==> config.mk <==
export PLATFORM = sky130hd
export DESIGN_NAME = packet_switch_nxn
export DESIGN_NICKNAME = d
export VERILOG_FILES = /design/src/rtl/packet_switch_pkg.sv /design/src/rtl/switch_fifo.sv /design/src/rtl/packet_switch_nxn.sv
export SDC_FILE = /design/constraint.sdc
export NUM_CORES = 1
export LEC_CHECK = 0
export BUFFER_PORTS_ARGS = -buffer_cell sky130_fd_sc_hd__buf_2
export CAP_MARGIN = 20
export CORE_ASPECT_RATIO = 1.5
export CORE_MARGIN = 2
export CORE_UTILIZATION = 50
export CTS_CLUSTER_DIAMETER = 60
export DETAILED_ROUTE_END_ITERATION = 12
export PLACE_DENSITY = 0.68
export SLEW_MARGIN = 20
export SYNTH_ARGS = -nofsm -noshare
export SYNTH_HDL_FRONTEND = slang
export SYNTH_SLANG_ARGS = --single-unit
export TNS_END_PERCENT = 100
==> constraint.sdc <==
create_clock -name clock -period 6 [get_ports clock]
set_input_delay 0 -clock clock [delete_from_list [all_inputs] [get_ports clock]]
set_output_delay 0 -clock clock [all_outputs]
set_load 0.01 [all_outputs]
==> src/rtl/packet_switch_pkg.sv <==
// Shared helpers for the NxN packet switch: destination-width derivation and
// packed-bus slice offsets.
package packet_switch_pkg;

  function automatic int clog2(input int n);
    int r;
    r = 0;
    for (int v = 1; v < n; v = v * 2) r++;
    return r;
  endfunction

  function automatic int lsb(input int idx, input int w);
    return idx * w;
  endfunction

endpackage

==> src/rtl/switch_fifo.sv <==
// Per-input packet queue; pointers carry one extra wrap bit so full and empty
// are both decoded from registered state only.
module switch_fifo
  import packet_switch_pkg::*;
#(
  parameter int DATA_W = 8,
  parameter int QDEPTH = 4
) (
  input  logic              clock,
  input  logic              reset,
  input  logic              push,
  input  logic              pop,
  input  logic [DATA_W-1:0] din,
  output logic              full,
  output logic              empty,
  output logic [DATA_W-1:0] head
);

  localparam int AW = clog2(QDEPTH);

  logic [AW:0]       wp, rp;
  logic [DATA_W-1:0] mem [QDEPTH];

  always_ff @(posedge clock or posedge reset) begin
    if (reset) begin
      wp <= '0;
      rp <= '0;
    end else begin
      if (push && !full) wp <= wp + 1'b1;
      if (pop && !empty) rp <= rp + 1'b1;
    end
  end

  // Storage needs no reset: empty pointers make stale entries unreachable.
  always_ff @(posedge clock) begin
    if (push && !full) mem[wp[AW-1:0]] <= din;
  end

  assign full  = (wp[AW] != rp[AW]) && (wp[AW-1:0] == rp[AW-1:0]);
  assign empty = (wp == rp);
  assign head  = mem[rp[AW-1:0]];

endmodule

==> src/rtl/packet_switch_nxn.sv <==
// NxN input-queued packet switch: per-input FIFOs, per-output round-robin
// arbitration, registered output stage and contention flag.
module packet_switch_nxn
  import packet_switch_pkg::*;
#(
  parameter int NPORTS = 4,
  parameter int DATA_W = 8,
  parameter int QDEPTH = 4
) (
  input  logic                     clock,
  input  logic                     reset,
  input  logic [NPORTS-1:0]        in_valid,
  input  logic [NPORTS*DATA_W-1:0] in_data,
  output logic [NPORTS-1:0]        in_ready,
  output logic [NPORTS-1:0]        out_valid,
  output logic [NPORTS*DATA_W-1:0] out_data,
  input  logic [NPORTS-1:0]        out_ready,
  output logic [NPORTS-1:0]        out_collision
);

  localparam int DEST_W = clog2(NPORTS);

  logic [NPORTS-1:0]              full, empty, push, pop;
  logic [NPORTS-1:0][DATA_W-1:0]  head, odata;
  logic [NPORTS-1:0][NPORTS-1:0]  req;
  logic [NPORTS-1:0][DEST_W-1:0]  rr, gidx;
  logic [NPORTS-1:0]              gnt, ovalid, coll, coll_nxt;
  logic [DEST_W-1:0]              idx;

  assign in_ready = ~full;
  assign push     = in_valid & in_ready;

  for (genvar i = 0; i < NPORTS; i++) begin : g_port
    switch_fifo #(
      .DATA_W (DATA_W),
      .QDEPTH (QDEPTH)
    ) u_fifo (
      .clock (clock),
      .reset (reset),
      .push  (push[i]),
      .pop   (pop[i]),
      .din   (in_data[lsb(i, DATA_W) +: DATA_W]),
      .full  (full[i]),
      .empty (empty[i]),
      .head  (head[i])
    );
    assign out_data[lsb(i, DATA_W) +: DATA_W] = odata[i];
  end

  // Descending search so the candidate nearest rr[o] is the last to overwrite.
  always_comb begin
    req      = '0;
    gnt      = '0;
    gidx     = '0;
    pop      = '0;
    coll_nxt = '0;
    idx      = '0;
    for (int o = 0; o < NPORTS; o++) begin
      for (int i = 0; i < NPORTS; i++) begin
        req[o][i] = !empty[i] && (head[i][DEST_W-1:0] == DEST_W'(o));
      end
      coll_nxt[o] = |(req[o] & (req[o] - 1'b1));
      if (!ovalid[o] || out_ready[o]) begin
        for (int k = NPORTS - 1; k >= 0; k--) begin
          idx = rr[o] + DEST_W'(k);
          if (req[o][idx]) begin
            gnt[o]  = 1'b1;
            gidx[o] = idx;
          end
        end
      end
      if (gnt[o]) pop[gidx[o]] = 1'b1;
    end
  end

  always_ff @(posedge clock or posedge reset) begin
    if (reset) begin
      rr     <= '0;
      ovalid <= '0;
      odata  <= '0;
      coll   <= '0;
    end else begin
      coll <= coll_nxt;
      for (int o = 0; o < NPORTS; o++) begin
        if (gnt[o]) begin
          ovalid[o] <= 1'b1;
          odata[o]  <= head[gidx[o]];
          rr[o]     <= gidx[o] + DEST_W'(1);
        end else if (out_ready[o]) begin
          ovalid[o] <= 1'b0;
        end
      end
    end
  end

  assign out_valid     = ovalid;
  assign out_collision = coll;

endmodule

==> results of run 1 <==
[cell families after synthesis]
| group | synth area share, % |
|---|---|
| flip-flops | 59.4 |
| adder cells (fa/ha/maj) | 3.37 |
| XOR/XNOR | 3.49 |
| buffers and inverters | 2.53 |
| AO/OA/AOI/OAI | 10.3 |
| AND/OR/NAND/NOR | 8.27 |
| multiplexers | 12.6 |
[worst max-delay path: stages (launching register included)]
cell and delay [ps]:
dfrtp_1 800, mux4_2 700, inv_1 80, nand3_1 250, a41o_1 590, and4bb_1 910, a22oi_1 290, a21boi_2 260
mux2_2 360
[registers in the layout, summed over array words and instances, names as in the netlist]
name and count:
out_data 32, rr 8, out_valid 4, out_collision 4
g_port.u_fifo.rp 12, g_port.u_fifo.mem 128, g_port.u_fifo.wp 12
[cells in the final DEF, fill, tap and decap left out, drive strengths merged, types with 15 or more instances in the layout]
cell type    instances
edfxtp             128
buf                 90
dfrtp               72
nand2               43
dlygate4sd3         40
mux4                32
o21ai               28
mux2i               25
ha                  24
a21oi               23
xnor2               20
inv                 20
and3                19
clkbuf              18
xor2                17
mux2                17
nor2                15
[through the flow]
| stage | cells | cell area, µm² |
|---|---|---|
| 4_1_cts | 1037 | 11100 |
| 3_3_place_gp | 965 | 10100 |
| 2_1_floorplan | 646 | 9500 |
| 6_report | 1038 | 11200 |
| 5_1_grt | 1038 | 11200 |
| 3_5_place_dp | 965 | 10100 |
[cell type report]
cell class / count / share of cell area (%)
clock buffer: 18 / 3.84
inverter: 15 / 0.515
timing repair buffer: 130 / 7.84
clock inverter: 14 / 2.09
sequential: 200 / 50.5
multi-input combinational: 409 / 32.3
tap: 252 / 2.82
[worst paths after layout]
path | endpoint | slack, ps
worst min-delay path | out_valid[2]$_DFFE_PP0P_ | 80
min in group asynchronous | out_data[25]$_DFFE_PP0P_ | 200
worst min register to register | out_data[25]$_DFFE_PP0P_ | 470
worst max register to register | g_port[3].u_fifo.rp[1]$_DFFE_PP0P_ | 1640
worst max-delay path | g_port[3].u_fifo.rp[1]$_DFFE_PP0P_ | 1640
max in group asynchronous | g_port[2].u_fifo.wp[0]$_DFFE_PP0P_ | 5220
[per-layer routing]
layer,up-vias,part of all wire (%),wire length (µm)
met5,-,0,0
li1,2764,-,-
met4,0,3.8,813
met1,2959,40,8540
met2,184,52,11100
met3,45,4.0,844
==> reports/results.tsv, run 1 <==
metric	value	unit
status	completed	
number of core rows	61	
Worst Setup Start Kind	flip-flop	
CTS sink cnt	200	
Synth warnings	0	
post-DP HPWL	15700	µm
count of cell types in the netlist	78	
max cap viols	0	
WP data required	6330	ps
fin nets	839	
I/O pins	86	
dpl ws	1620	ps
CTS Buf Count	17	
ANT cells	0	
final max-slew violation count	0	
#FFs+latches synth	200	
routing usage on met2	37.3	%
Top Usage Layer GRT	met2	
average instance area after synthesis	14.7	µm²
Final Wtd Congestion	0.957	
Cell Area, Synth	9500	µm²
# DRC	0	
CP Class	flip-flop to flip-flop	
post_cts resized	0	
crit path DAT	4690	ps
PnR worst setup slack	1640	ps
cell count after synthesis	646	
WHS Path Cells	3	
synth cell count leaders	128 x edfxtp_1, 72 x dfrtp_1, 43 x nand2_1, 25 x mux2i_1, 25 x mux4_2	
GR Util met3	3.72	%
HP Start	out_ready[2]	
drt total wl	21300	µm
critical path peak fanout	19	
final setup fails	0	
Port-buffer cells	85	
core area	18500	µm²
vias in the first global route	6037	
Die Ht	173	µm
CTS Hold Bufs	40	
worst skew pair latency	440	ps
Worst Setup SP	g_port[2].u_fifo.rp[0]$_DFFE_PP0P_	
Total Neg Setup Slack	0	ps
H-Tree Depth	4	
Starting Density	51.2	%
largest net degree at the start of global routing	73	
endpoint class of the critical path	flip-flop	
Synth async-reset ratio	36.0	%
final hold viol count	0	
post-synthesis sequential area ratio	59.4	%
worst r2r src	g_port[2].u_fifo.rp[0]$_DFFE_PP0P_	
register cell area after layout	5650	µm²
RSZ-0062 raised after global routing	false	
count leader, synth	edfxtp_1	
final worst-path cycle share	72.7	%
final core area utilization	60.2	%
Worst Max-Slew Pin Slew	983	ps
CTS tree	yes	
clk buf depth	2	
layout overhead on the synthesized area	17.6	%
final period demand of the worst path	4360	ps
DR pass1 iterations	7	
aggregate global routing overflow	0	
Routed Antenna Nets	0	
share of cells above drive strength 1	24.4	%
area of the multi-input gates	3610	µm²
Mapped Nets	712	
postcts setup bufs	0	
Root Buffer	clkbuf_16	
worst rel slew slack	33.4	%
vias per cell	5.73	
GRT met1 Usage	27.6	%
routed len/inst	20.5	µm
Reg clk slew, reported paths	70	ps
initial drt markers	444	
final hold slack	78.5	ps
Peak Freq	229	MHz
Vias	5952	
initial antenna violation count	0	
Worst Skew	12.2	ps
filler cell count	1410	
main flop type after synthesis	edfxtp_1	
first-pass GRT wire length	33500	µm
full die area	20100	µm²
cell taking the most area after synthesis	edfxtp_1	
Synth area leaders	edfxtp_1 40%, dfrtp_1 19%, mux4_2 5.9%, ha_1 3.2%, mux2i_1 2.6%	
Total Routing Usage GR	22.1	%
post-synth top area share	40.5	%
Worst Hold Class	input pin to flip-flop	
Die Width	117	µm
Reg2Reg Depth	8	
number of synthesized flops with an enable pin	128	
Power of run 1 is not shown: default switching activity piles up to over one toggle a cycle in this logic, so the estimate is an artifact.
==> run 2, diff against run 1 <==
PLACE_DENSITY = 0.71   (was 0.68)
clock period = 3.7 ns   (was 6 ns; I/O delays follow)
==> reports/results.tsv, run 2 (synthesis results as in run 1) <==
metric	value	unit
most frequent cells in the layout	128 x edfxtp_1, 85 x buf_2, 72 x dfrtp_1, 43 x nand2_1, 39 x dlygate4sd3_1	
RSZ-0062 raised after global routing	false	
worst skew pair latency	440	ps
critical path peak fanout	7	
max reg flops	128	
max cap viols	0	
routed len/inst	21.3	µm
Starting Density	51.2	%
largest net degree at the start of global routing	38	
vias per cell	5.80	
CTS tree	yes	
Vias	6107	
Worst Path Buf+Inv	2	
# DRC	0	
Largest stage delay, worst path	580	ps
status	completed	
crit-path cells	mux4_2, buf_4, inv_1, nand3_1, o31ai_1, or3b_1, nor3_4, o31ai_4, mux2_4	
fin nets	854	
Total Neg Setup Slack	0	ps
Routed Antenna Nets	0	
CTS sink cnt	200	
final max-slew violation count	0	
worst rel slew slack	51.0	%
postcts setup bufs	0	
ANT cells	0	
Root Buffer	clkbuf_16	
aggregate global routing overflow	0	
Worst Skew	10.6	ps
number of core rows	61	
Die Width	117	µm
commonest non-fill, non-tap cell in the layout	edfxtp_1	
final setup fails	0	
Total Routing Usage GR	23.4	%
DR pass1 iterations	6	
filler cell count	1419	
crit path DAT	3750	ps
post-DP HPWL	16600	µm
endpoint class of the critical path	flip-flop	
full die area	20100	µm²
Worst Hold Class	input pin to flip-flop	
Die Ht	173	µm
CP Class	flip-flop to flip-flop	
share of cells above drive strength 1	26.1	%
I/O pins	86	
clk buf depth	2	
final hold viol count	0	
Crit-path slowest cell	or3b_1	
Worst Max-Slew Pin Slew	734	ps
H-Tree Depth	4	
initial antenna violation count	0	
final period demand of the worst path	3430	ps
vias in the first global route	6418	
Final Wtd Congestion	0.887	
Port-buffer cells	85	
drt total wl	22500	µm
WP data required	4020	ps
initial drt markers	409	
core area	18500	µm²
Reg clk slew, reported paths	70	ps
first-pass GRT wire length	35000	µm
final worst-path cycle share	92.7	%
layout overhead on the synthesized area	18.1	%
CTS Buf Count	17	
CP delay by family, top	simple AND/OR/NAND/NOR gates	
Peak Freq	292	MHz
Worst Setup Start Kind	flip-flop	
## run 2: cell types whose count changed in the layout (fill, tap and decap cells not counted), sizes merged
| cell | delta |
|---|---|
| clkinvlp | +2 |
| buf | +16 |
| dlygate4sd3 | -1 |
| bufinv | -3 |
| clkinv | +1 |
## run 2: layout make-up
type	count	area, µm²	area share, %
clock buffer	18	439	3.92
clock inverter	14	160	1.43
inverter	15	57.6	0.513
multi-input combinational	409	3620	32.3
sequential	200	5650	50.3
tap	252	315	2.81
timing repair buffer	145	973	8.68
## run 2: path summary, 6_finish.rpt
check	startpoint	to	slack [ps]	depth (start not counted)
max reg2reg	g_port[2].u_fifo.rp[0]$_DFFE_PP0P_	g_port[2].u_fifo.rp[1]$_DFFE_PP0P_	270	9
min reg2reg	out_data[24]$_DFFE_PP0P_	out_data[24]$_DFFE_PP0P_	470	1
max in group asynchronous	reset	g_port[3].u_fifo.wp[2]$_DFFE_PP0P_	2510	4
min in group asynchronous	reset	out_data[25]$_DFFE_PP0P_	200	3
min	out_ready[2]	out_valid[2]$_DFFE_PP0P_	70	3
max	g_port[2].u_fifo.rp[0]$_DFFE_PP0P_	g_port[2].u_fifo.rp[1]$_DFFE_PP0P_	270	9
## run 2: timing repair
item / in CTS / in global routing
endpoints found under the setup margin: 0 / 2
endpoints found under the hold margin: 174 / 0
hold buffers: 39 / 0
gates resized for setup: 0 / 1
## run 2: tightest hold or removal path: cells and delay by family
kind                   cells  cell delay, ps
buffers and inverters      1             110
AND/OR/NAND/NOR            2             370
## run 2: per-stage QoR
step | hold slack, ps | util, % | area (µm²) | worst slack, ps | std cells
floorplan | 98.9 | - | 9500 | 403 | 646
global placement | 126 | 55.1 | 10200 | 270 | 982
detailed placement | 131 | 55.1 | 10200 | 189 | 982
CTS | 51.8 | 60.4 | 11200 | 175 | 1053
global route | 109 | 60.5 | 11200 | 63.4 | 1053
finish | 68.1 | 60.5 | 11200 | 270 | 1053
## run 2: layer usage
layer  part of all wire (%)  global-route usage, %  up-vias
li1                       -                      -     2800
met1                     38                   27.4     3047
met2                     54                   41.1      206
met3                    4.4                   4.14       54
met4                    4.1                   10.8        0
met5                      0                      0        -
Power of run 2 is left out for the same reason.
==> run 3, diff against run 2 <==
ABC_AREA = 1   (was not set)
PLACE_DENSITY = 0.7   (was 0.71)
==> reports/results.tsv, run 3 <==
metric	value	unit
Max Used Layer	met4	
status	completed	
worst r2r src	g_port[0].u_fifo.rp[0]$_DFFE_PP0P_	
Die Width	122	µm
Peak Freq	297	MHz
I/O pins	86	
CTS sink cnt	200	
Total Neg Setup Slack	0	ps
Worst Skew	13.9	ps
share of cells above drive strength 1	16.3	%
Synth area leaders	edfxtp_1 37%, dfrtp_1 17%, nand2_1 15%, nand3_1 4.7%, inv_1 3.6%	
Cell Area, Synth	10400	µm²
fin nets	1344	
ANT cells	0	
synth cell count leaders	412 x nand2_1, 128 x edfxtp_1, 99 x inv_1, 98 x nand3_1, 77 x nor2_1	
vias in the first global route	8087	
clk buf depth	2	
# DRC	0	
Hold EP	out_valid[2]$_DFFE_PP0P_	
post-synth top area share	36.8	%
M1 wire length	10400	µm
max reg flops	128	
endpoint class of the critical path	flip-flop	
RSZ-0062 raised after global routing	false	
multiplexer share of the synthesized area	0	%
Synth async-reset ratio	36.0	%
critical path peak fanout	13	
Routed Antenna Nets	0	
count leader, synth	nand2_1	
met2 routed WL	13000	µm
worst rel slew slack	37.8	%
Root Buffer	clkbuf_16	
Die Ht	181	µm
HP Start	out_ready[2]	
post-synthesis sequential area ratio	54.1	%
Worst Hold Class	input pin to flip-flop	
Reg clk slew, reported paths	70	ps
Mapped Nets	1222	
Reg2Reg Depth	22	
H-Tree Depth	4	
largest net degree at the start of global routing	47	
count of cell types in the netlist	42	
aggregate global routing overflow	0	
Worst Setup Start Kind	flip-flop	
WP data required	4080	ps
Met3 Wirelength	1300	µm
main flop type after synthesis	edfxtp_1	
initial antenna violation count	0	
adder-cell share of the synthesized area	2.88	%
crit path DAT	3740	ps
CTS Buf Count	17	
commonest non-fill, non-tap cell in the layout	nand2_1	
worst skew pair latency	450	ps
DR pass1 iterations	6	
most frequent cells in the layout	412 x nand2_1, 128 x edfxtp_1, 98 x nand3_1, 97 x inv_1, 85 x buf_2	
CP Class	flip-flop to flip-flop	
final worst-path cycle share	91.0	%
average instance area after synthesis	9.02	µm²
final max-slew violation count	0	
final setup fails	0	
final period demand of the worst path	3370	ps
initial drt markers	645	
Synth warnings	0	
#FFs+latches synth	200	
core area	20400	µm²
Final Wtd Congestion	0.986	
CTS tree	yes	
Starting Density	51.1	%
drt total wl	25200	µm
simple-gate share of the synthesized area	29.5	%
r2r endpoint	g_port[0].u_fifo.rp[0]$_DFFE_PP0P_	
Total Routing Usage GR	24.1	%
Worst Max-Slew Pin Slew	929	ps
full die area	22100	µm²
layout overhead on the synthesized area	16.2	%
WHS Path Cells	5	
number of core rows	64	
Port-buffer cells	85	
Post-Synth XOR/XNOR Area	2.33	%
final hold viol count	0	
max cap viols	0	
cell count after synthesis	1156	
vias per cell	5.29	
post-DP HPWL	18100	µm
Vias	8231	
routed len/inst	16.2	µm
register-to-register setup slack	330	ps
cell taking the most area after synthesis	edfxtp_1	
number of synthesized flops with an enable pin	128	
Synth Area in Compound Gates	5.23	%
main combinational cell family by area after synthesis	simple AND/OR/NAND/NOR gates	
first-pass GRT wire length	41000	µm
[run 3: repair_timing]
item	CTS	global route
setup buffers	0	1
hold buffers	40	0
gates resized for setup	0	2
endpoints found under the setup margin	0	3
endpoints found under the hold margin	186	0
[run 3: metal layers]
layer / up-vias / global-route usage, %
li1: 4064 / -
met1: 3858 / 30.3
met2: 267 / 41.9
met3: 42 / 4.07
met4: 0 / 7.77
met5: - / 0
[run 3: layout make-up]
cell class | count | area (µm²)
inverter | 115 | 447
tap | 264 | 330
multi-input combinational | 807 | 4170
clock inverter | 14 | 188
timing repair buffer | 137 | 916
clock buffer | 18 | 429
fill | 1783 | 8300
sequential | 200 | 5650
[run 3: worst max-delay path: stages, from the launching register on]
cell and delay (ps):
dfrtp_2 480, buf_4 230, nand2_1 60, nand3_1 80, nand2_1 90, inv_1 80, nand3_1 270, nand2_1 200
nand2_1 70, nor2_1 140, nor2_1 70, nand2_1 60, nand2_1 50, nand2_2 210, nand2_2 130, buf_4 200
ha_1 200, nand2_1 60, a21boi_2 240, nand3_2 140, nand2_1 120, nand2_1 60, nand2_1 60
[run 3: cells by family after synthesis]
logic type      Yosys count
compound gates           85
xor+xnor                 23
fa+ha+maj                24
buf+inv                 149
simple gates            675
flops                   200
[run 3: per-stage QoR]
step	util [%]	hold slack (ps)	instances	setup WS (ps)	instance area, µm²
3_3_place_gp	54.3	185	1482	363	11100
2_1_floorplan	-	98.9	1156	1160	10400
4_1_cts	59.3	5.06	1554	219	12100
3_5_place_dp	54.3	192	1482	255	11100
6_report	59.4	32.3	1555	334	12100
5_1_grt	59.4	53.8	1555	10.2	12100
[run 3: how the worst max path moves through the flow]
| stage | startpoint | slack, ps | cells after the start | end |
|---|---|---|---|---|
| 6_report | g_port[0].u_fifo.rp[0]$_DFFE_PP0P_ | 330 | 22 | g_port[0].u_fifo.rp[0]$_DFFE_PP0P_ |
| 5_1_grt | g_port[0].u_fifo.rp[0]$_DFFE_PP0P_ | 10 | 22 | g_port[0].u_fifo.rp[0]$_DFFE_PP0P_ |
| 4_1_cts | g_port[0].u_fifo.rp[0]$_DFFE_PP0P_ | 220 | 22 | g_port[0].u_fifo.rp[0]$_DFFE_PP0P_ |
| 3_5_place_dp | g_port[0].u_fifo.rp[0]$_DFFE_PP0P_ | 260 | 22 | g_port[0].u_fifo.rp[0]$_DFFE_PP0P_ |
| 3_3_place_gp | g_port[0].u_fifo.rp[0]$_DFFE_PP0P_ | 360 | 22 | g_port[0].u_fifo.rp[0]$_DFFE_PP0P_ |
| 2_1_floorplan | g_port[2].u_fifo.rp[0]$_DFFE_PP0P_ | 1160 | 21 | g_port[1].u_fifo.rp[1]$_DFFE_PP0P_ |
Power of run 3 is left out for the same reason.
